$ cat src/rtl/music_box_state_controller.sv
// Music box mode sequencer: button requests -> currentState, held until completion/cancel.
// Optional STATE_TIMEOUT_EN adds a tick_1khz watchdog that forces a return to DoNothing.
module music_box_state_controller #(
  parameter int SYNC_STAGES = 2,
  parameter int TIMEOUT_MS  = 60000
) (
  input  logic        clock_50Mhz,
  input  logic        reset_n,
  input  logic        tick_1khz,
  input  logic [3:0]  button_pulse,
  input  logic        cancel_pulse,
  input  logic        stateComplete,
  output logic [4:0]  currentState,
  output logic        state_changed,
  output logic        timeout_flag,
  output logic [31:0] debugString
);

  typedef enum logic [4:0] {
    S_IDLE  = 5'd0,
    S_PLAY0 = 5'd1,
    S_PLAY1 = 5'd2,
    S_REC   = 5'd3,
    S_PLAYR = 5'd4
  } state_e;

  state_e state_q, state_d, req;
  logic [SYNC_STAGES-1:0] sync_q, sync_d;
  logic sc_s;
  logic armed_q, armed_d;
  logic changed_q, changed_d;
  logic active, entry, done, to_hit, to_exit;
  logic [15:0] timeout_cnt;

  assign sync_d = {sync_q[SYNC_STAGES-2:0], stateComplete};
  assign sc_s   = sync_q[SYNC_STAGES-1];
  assign active = (state_q != S_IDLE);
  assign done   = armed_q && sc_s;

  always_comb begin
    req = S_IDLE;
    priority case (1'b1)
      button_pulse[0]: req = S_PLAY0;
      button_pulse[1]: req = S_PLAY1;
      button_pulse[2]: req = S_REC;
      button_pulse[3]: req = S_PLAYR;
      default:         req = S_IDLE;
    endcase
  end

  always_comb begin
    state_d = state_q;
    armed_d = armed_q;
    entry   = 1'b0;
    to_exit = 1'b0;
    if (!active) begin
      if (|button_pulse) begin
        state_d = req;
        armed_d = 1'b0;
        entry   = 1'b1;
      end
    end else begin
      // A stale complete from the previous module must drop before we arm.
      if (!sc_s) armed_d = 1'b1;
      if (cancel_pulse || done) begin
        state_d = S_IDLE;
        armed_d = 1'b0;
      end else if (to_hit) begin
        state_d = S_IDLE;
        armed_d = 1'b0;
        to_exit = 1'b1;
      end
    end
    changed_d = (state_d != state_q);
  end

  always_ff @(posedge clock_50Mhz or negedge reset_n) begin
    if (!reset_n) begin
      state_q   <= S_IDLE;
      sync_q    <= '0;
      armed_q   <= 1'b0;
      changed_q <= 1'b0;
    end else begin
      state_q   <= state_d;
      sync_q    <= sync_d;
      armed_q   <= armed_d;
      changed_q <= changed_d;
    end
  end

`ifdef STATE_TIMEOUT_EN
  logic [15:0] cnt_q, cnt_d;
  logic tflag_q, tflag_d;

  assign to_hit = active && ({16'd0, cnt_q} >= 32'(TIMEOUT_MS));

  always_comb begin
    cnt_d   = cnt_q;
    tflag_d = tflag_q;
    if (entry) begin
      cnt_d   = '0;
      tflag_d = 1'b0;
    end else if (active && tick_1khz && cnt_q != 16'hFFFF) begin
      cnt_d = cnt_q + 16'd1;
    end
    if (to_exit) tflag_d = 1'b1;
  end

  always_ff @(posedge clock_50Mhz or negedge reset_n) begin
    if (!reset_n) begin
      cnt_q   <= '0;
      tflag_q <= 1'b0;
    end else begin
      cnt_q   <= cnt_d;
      tflag_q <= tflag_d;
    end
  end

  assign timeout_cnt  = cnt_q;
  assign timeout_flag = tflag_q;
`else
  logic        unused_tick;
  logic        unused_flags;
  logic [31:0] unused_lim;

  assign to_hit       = 1'b0;
  assign timeout_cnt  = '0;
  assign timeout_flag = 1'b0;
  assign unused_tick  = tick_1khz;
  assign unused_flags = entry ^ to_exit;
  assign unused_lim   = 32'(TIMEOUT_MS);
`endif

  assign currentState  = state_q;
  assign state_changed = changed_q;
  assign debugString   = {state_q, armed_q, 10'b0, timeout_cnt};

endmodule
$ cat config.mk
export PLATFORM = sky130hd
export DESIGN_NAME = music_box_state_controller
export DESIGN_NICKNAME = d
export VERILOG_FILES = /design/src/rtl/music_box_state_controller.sv
export SDC_FILE = /design/constraint.sdc
export NUM_CORES = 1
export LEC_CHECK = 0
export ABC_AREA = 0
export CAP_MARGIN = 0
export CELL_PAD_IN_SITES_DETAIL_PLACEMENT = 1
export CELL_PAD_IN_SITES_GLOBAL_PLACEMENT = 1
export CORE_ASPECT_RATIO = 1.1
export CORE_MARGIN = 3
export CORE_UTILIZATION = 23
export DETAILED_ROUTE_END_ITERATION = 12
export PLACE_DENSITY_LB_ADDON = 0.1
export SYNTH_ARGS = -nofsm -noshare
export SYNTH_HDL_FRONTEND = slang
export SYNTH_SLANG_ARGS = --single-unit
$ cat constraint.sdc
create_clock -name clock_50Mhz -period 2.85 [get_ports clock_50Mhz]
set_input_delay 0.7125 -clock clock_50Mhz [delete_from_list [all_inputs] [get_ports clock_50Mhz]]
set_output_delay 0.7125 -clock clock_50Mhz [all_outputs]
set_load 0.01 [all_outputs]
---- Yosys cells after proc, flatten, opt, wreduce, memory -nomap -nowiden ----
Cells that the tools add are included.
storage, ports and cells
  word-level logic and storage cells ...... 23
  flip-flop bits (word level) ............. 9
  output and inout port bits .............. 39
  input port bits ......................... 9
operators by class
  equal/unequal tests ..................... 2
  mux-type cells .......................... 11
  reduce and logical (&&, ||, !) cells .... 6
operators with widths
  cell                                                             count
  5-bit two-way mux                                                5
  3-bit two-way mux                                                2
  5-bit != test                                                    1
  5-bit nonzero test                                               1
  1-bit two-way mux                                                4
  4-bit OR reduction                                               1
  3-bit by 2-bit != test with 1-bit output, second input constant  1
  2-bit AND reduction                                              1
  2-bit nonzero test                                               1
  1-bit logical AND                                                1
  1-bit logical OR                                                 1

---- Depth between registers and ports, before layout ----
Gate-level depths: netlist (run 1).
  word-level depth ........................ 7
  depth in mapped cells ................... 3

---- Least setup slack after synthesis (run 1) ----
No wires, ideal clock.
  path type ............................... register to output
  from .................................... register state_q[1], in the netlist currentState[1]
  to ...................................... output debugString[28]
  stages on the path, launching flop included .. 2
  required time ........................... 2.138 ns
  arrival time ............................ 0.577 ns
  path slack .............................. 1.560 ns
  cells stage by stage .................... dfrtp_1 -> buf_4
RTL lines
  element                 RTL line  text
  start, declared         27        state_e state_q, state_d, req;
  start signal, assigned  84        state_q <= state_d;
  end, declared           16        output logic [31:0] debugString
No word-level cell between the ends.

---- Worst setup path in the final report (run 1) ----
  from .................................... register state_q[0], in the netlist currentState[0]
  to ...................................... output debugString[27]
No word-level cell between the ends.

==> results of run 1 <==
==> cells by family after synthesis <==
kind of cell	Yosys count	share of synthesized area
buffers and inverters	34	0.421
AND/OR/NAND/NOR	13	0.113
flip-flops	9	0.377
other	1	0.00627
AO/OA/AOI/OAI	5	0.0502
multiplexers	2	0.0335
==> flip-flops by register name, indices dropped and copies added (netlist names) <==
name,count
currentState,5
sync_q,2
armed_q,1
state_changed,1
==> per-layer routing <==
metal	vias to the layer above	wire, um	global-route usage
li1	173	-	-
met1	175	349	0.0773
met2	27	552	0.120
met3	0	149	0.0529
met4	0	0	0.0107
met5	-	0	0
==> power by group through the flow <==
stage               Combinational [mW]  Clock, mW  Sequential [mW]
finish                           0.172     0.0949            0.171
global route                     0.194      0.108            0.176
CTS                              0.174      0.102            0.173
detailed placement               0.174          0            0.175
global placement                 0.175          0            0.174
floorplan                        0.122          0            0.180
==> Yosys cell counts, drive strengths merged <==
cell,instances,area [um2]
inv,1,3.75
nor2,2,7.51
a21oi,2,10.0
nand2,6,25.0
and2,2,12.5
nor3,1,10.0
o31ai,2,15.0
or2,1,6.26
buf,33,248
nor4,1,6.26
dfrtp,9,225
o21ai,1,5.00
conb,1,3.75
mux2i,2,20.0
==> how the worst max path moves through the flow <==
stage | startpoint | endpoint | slack, ps | cells past startpoint
floorplan | currentState[1] | debugString[28] | 1560 | 1
detailed placement | button_pulse[2] | armed_q | 990 | 4
finish | currentState[0] | debugString[27] | 930 | 1
global placement | button_pulse[2] | armed_q | 970 | 4
global route | currentState[4] | currentState[4] | 850 | 1
CTS | currentState[0] | debugString[27] | 900 | 1
==> final cells by class <==
cell class | count | share of cell area
Multi-Input combinational cell | 47 | 0.312
Timing Repair Buffer | 19 | 0.271
Sequential cell | 9 | 0.321
Clock buffer | 4 | 0.0374
Tap cell | 30 | 0.0535
Inverter | 1 | 0.00535
==> stage by stage <==
stage	utilization	area [um2]	cells	setup WS, ps	hold slack [ps]
2_1_floorplan	-	696	90	1560	331
5_1_grt	0.297	702	110	849	358
3_5_place_dp	0.286	676	106	988	338
3_3_place_gp	0.286	676	106	973	336
4_1_cts	0.297	702	110	898	352
6_report	0.297	702	110	928	348
==> flow_summary.yaml, run 1 <==
synthesis:
  ys_warn_count: 0
  syn_avg_cell_area_um2: 9.34
  synthCells: 64
  synth-seq-cells: 9
  seq_area_frac_synth: 0.377
  synth_area_um2: 598
  synthDistinctLibCells: 15
global_route:
  gr-total-overflow: 0
  grt_pass1_wl_um: 1680
  antenna_found_initial: 0
  grt_pass1_vias: 370
  grt_max_degree: 10
  track_usage: 0.0736
sta:
  period_needed_ps: 1920
  clock.fmax_ghz: 0.520
  setup_viol: 0
  grt_setup_unrepaired: "false"
  finalCritPeriodShare: 0.674
  hold_viol: 0
  drv_slew: 0
  final.setup.tns_ps: 0
  skew_ps: 5.04
detailed_routing:
  wl_per_cell_um: 9.56
  ant_nets: 0
  vias_per_cell: 3.41
  routed_wirelength_um: 1050
  via_count: 375
  drt-pass1-iter-count: 1
  drt_iter0_markers: 0
  drc: 0
layout:
  mostFrequentLayoutCells: "conb_1, clkdlybuf4s50_1, dfrtp_1"
  fillCellCount: 283
  syn2layout_area_growth_pct: 17.4
  final_common_cell: "conb_1"
  drive_above_1_share: 0.0750
  ff_latch_area_um2: 225
  multi_input_comb_area_um2: 219
  fin_nets: 90
  n_antenna_cell: 0
placement:
  place.gp.congestion: 0.687
  port_buffers: 19
  place_hpwl_um: 880
power:
  p_clk_frac: 0.217
  p_per_area_nw_per_um2: 623
  intPower_mw: 0.296
  sw_frac_of_total: 0.324
  ir_drop_mv: 0.305
  power_frac_comb: 0.393
  seqPwrFrac: 0.391
  switchingPower_mw: 0.142
  leakagePower_nw: 0.337
  total_power_mw: 0.438
setup_path:
  crit_chain: "clkdlybuf4s50_1"
  cp.arrival_ps: 1210
  worstSetupStartpointType: "flop"
  cp_slowest_cell: "clkdlybuf4s50_1"
  max_stage_delay_ps: 550
  rr_worst_depth: 2
  worstSetupPathType: "flop to primary output"
  ff2ff_setup_slack_ps: 1760
  path_max_fanout: 4
  cpLargestDelayFamily: "buffers and inverters"
  regToRegStartpoint: "armed_q"
  r2r_end: "state_changed"
  cp_num_buf_inv: 1
  worstSetupEndpointType: "primary output"
  cp.required_ps: 2140
worst_hold_path:
  worstHoldPathCells: 0
  hp-class: "flop to flop"
  min_from: "sync_q[0]"
  min_to: "sync_q[1]"
cts:
  cts_tree: "built"
  cts_root_buffer: "clkbuf_4"
  holdBufCountCts: 0
  ctsResizeCount: 0
  cts_made_buffers: 3
  cts.sinks: 9
  clock_path_buffers: 2
  clkLatencyLatePin_ps: 250
  cts_max_level: 1
  postCtsSetupBuffers: 0
  clk_pin_slew_worst_paths_ps: 60
floorplan:
  rows: 18
  core_um2: 2360
  die_x_um: 54.6
  die_h_um: 59.5
  die_area_um2: 3250
  start_util: 0.253
  pin_count: 48
status:
  status: "completed"
run:
  cap_violations: 0
No activity file was read; power rests on OpenSTA's default activity.
==> inputs of run 2 (changes only) <==
--- a/config.mk
+++ b/config.mk
@@ -11,7 +11,7 @@
 export CELL_PAD_IN_SITES_GLOBAL_PLACEMENT = 1
 export CORE_ASPECT_RATIO = 1.1
 export CORE_MARGIN = 3
-export CORE_UTILIZATION = 23
+export CORE_UTILIZATION = 21
 export DETAILED_ROUTE_END_ITERATION = 12
 export PLACE_DENSITY_LB_ADDON = 0.1
 export SYNTH_ARGS = -nofsm -noshare
==> constraint.sdc (replaced) <==
create_clock -name clock_50Mhz -period 1.9 [get_ports clock_50Mhz]
set_input_delay 0.475 -clock clock_50Mhz [delete_from_list [all_inputs] [get_ports clock_50Mhz]]
set_output_delay 0.475 -clock clock_50Mhz [all_outputs]
set_load 0.01 [all_outputs]
==> flow_summary.yaml, run 2 (synthesized netlist as in run 1, its figures left out) <==
status:
  status: "completed"
layout:
  final_common_cell: "conb_1"
  drive_above_1_share: 0.0864
  n_antenna_cell: 0
  largest_register_ffs: 5
  final_cells: 112
  syn2layout_area_growth_pct: 18.8
  mostFrequentLayoutCells: "conb_1, clkdlybuf4s50_1, dfrtp_1"
  fin_nets: 91
setup_path:
  ff2ff_setup_slack_ps: 820
  cp.depth: 1
  max_stage_delay_ps: 560
  cp_num_buf_inv: 1
  cpLargestDelayFamily: "buffers and inverters"
  r2r_end: "currentState[2]"
  regToRegStartpoint: "currentState[1]"
  cp-endpoint: "debugString[27]"
  cp.arrival_ps: 1230
  cp.required_ps: 1420
  cp_slowest_cell: "clkdlybuf4s50_1"
  worstSetupStartpointType: "flop"
  path_max_fanout: 4
  crit_chain: "clkdlybuf4s50_1"
  worstSetupPathType: "flop to primary output"
  cp-startpoint: "currentState[0]"
  rr_worst_depth: 3
  worstSetupEndpointType: "primary output"
sta:
  setup_viol: 0
  clock.fmax_ghz: 0.587
  grt_setup_unrepaired: "false"
  period_needed_ps: 1700
  skew_ps: 4.25
  drv_slew: 0
  finalCritPeriodShare: 0.897
  hold_viol: 0
  final.setup.tns_ps: 0
detailed_routing:
  ant_nets: 0
  routed_wirelength_um: 1120
  drt-met1-wl_um: 395
  vias_per_cell: 3.38
  wl_per_cell_um: 9.96
  drt_iter0_markers: 3
  wl_met3_um: 139
  top_layer: "met3"
  via_count: 379
  drt-pass1-iter-count: 3
  drc: 0
  wl_met2_um: 581
power:
  power_frac_comb: 0.395
  ir_drop_mv: 0.436
  switchingPower_mw: 0.223
  p_per_area_nw_per_um2: 941
  leakagePower_nw: 0.342
  sw_frac_of_total: 0.333
  p_clk_frac: 0.221
  intPower_mw: 0.447
  seqPwrFrac: 0.384
worst_hold_path:
  hp-class: "flop to flop"
global_route:
  grt_pass1_wl_um: 1680
  track_usage: 0.0652
  gr-total-overflow: 0
  antenna_found_initial: 0
  grt_pass1_vias: 344
  grt_max_degree: 10
run:
  cap_violations: 0
floorplan:
  die_h_um: 62.0
  core_um2: 2620
  rows: 19
  pin_count: 48
  start_util: 0.229
  die_x_um: 56.9
  die_area_um2: 3520
cts:
  holdBufCountCts: 0
  cts_tree: "built"
  cts_max_level: 1
  postCtsSetupBuffers: 0
  cts_root_buffer: "clkbuf_4"
  clock_path_buffers: 2
  clkLatencyLatePin_ps: 260
  clk_pin_slew_worst_paths_ps: 60
  cts_made_buffers: 3
  cts.sinks: 9
  ctsResizeCount: 0
placement:
  place_inst: 108
  place.gp.congestion: 0.737
  place_hpwl_um: 914
  port_buffers: 19
## run 2: cell count changes in the layout (fill, tap and decap cells not counted), sizes merged
cell	previous run	this run
buf	0	1
## run 2: worst min path at each step
stage                 to       from  slack, ps  depth (start not counted)
2_1_floorplan    armed_q    reset_n        180                          0
3_3_place_gp   sync_q[1]  sync_q[0]        330                          0
3_5_place_dp   sync_q[1]  sync_q[0]        340                          0
4_1_cts        sync_q[1]  sync_q[0]        350                          0
5_1_grt        sync_q[1]  sync_q[0]        360                          0
6_report       sync_q[1]  sync_q[0]        350                          0
## run 2: layout make-up
cell class,instances,area (um2)
inverters,1,3.75
clock buffers,4,26.3
fillers,330,1900
multi-input cells,47,219
well taps,31,38.8
repair buffers,20,198
flip-flops and latches,9,225
## run 2: metal layers
layer,up-vias,global-route usage
li1,176,-
met4,0,0.00993
met3,0,0.0455
met2,28,0.111
met5,-,0
met1,175,0.0687
## run 2: power by group through the flow
stage,Combinational (mW),Sequential [mW],Clock (mW)
6_report,0.265,0.257,0.148
3_5_place_dp,0.268,0.262,0
5_1_grt,0.287,0.266,0.172
2_1_floorplan,0.183,0.270,0
4_1_cts,0.269,0.258,0.157
3_3_place_gp,0.267,0.261,0
## run 2: metrics by stage
step | hold WS (ps) | cell area (um2) | worst slack [ps] | power [mW] | util
after global routing | 359 | 711 | 117 | 0.725 | 0.272
after CTS | 351 | 711 | 169 | 0.684 | 0.272
final | 347 | 711 | 196 | 0.669 | 0.272
after floorplan | 179 | 696 | 848 | 0.453 | -
after global placement | 335 | 684 | 265 | 0.529 | 0.262
after detailed placement | 336 | 684 | 253 | 0.530 | 0.262
==> inputs of run 3 (changes only) <==
--- a/config.mk
+++ b/config.mk
@@ -13,6 +13,7 @@
 export CORE_MARGIN = 3
 export CORE_UTILIZATION = 21
 export DETAILED_ROUTE_END_ITERATION = 12
+export GPL_ROUTABILITY_DRIVEN = 0
 export PLACE_DENSITY_LB_ADDON = 0.1
 export SYNTH_ARGS = -nofsm -noshare
 export SYNTH_HDL_FRONTEND = slang
==> results of run 3 <==
Same layout as run 2: the final DEF is identical, and so are final timing and power.
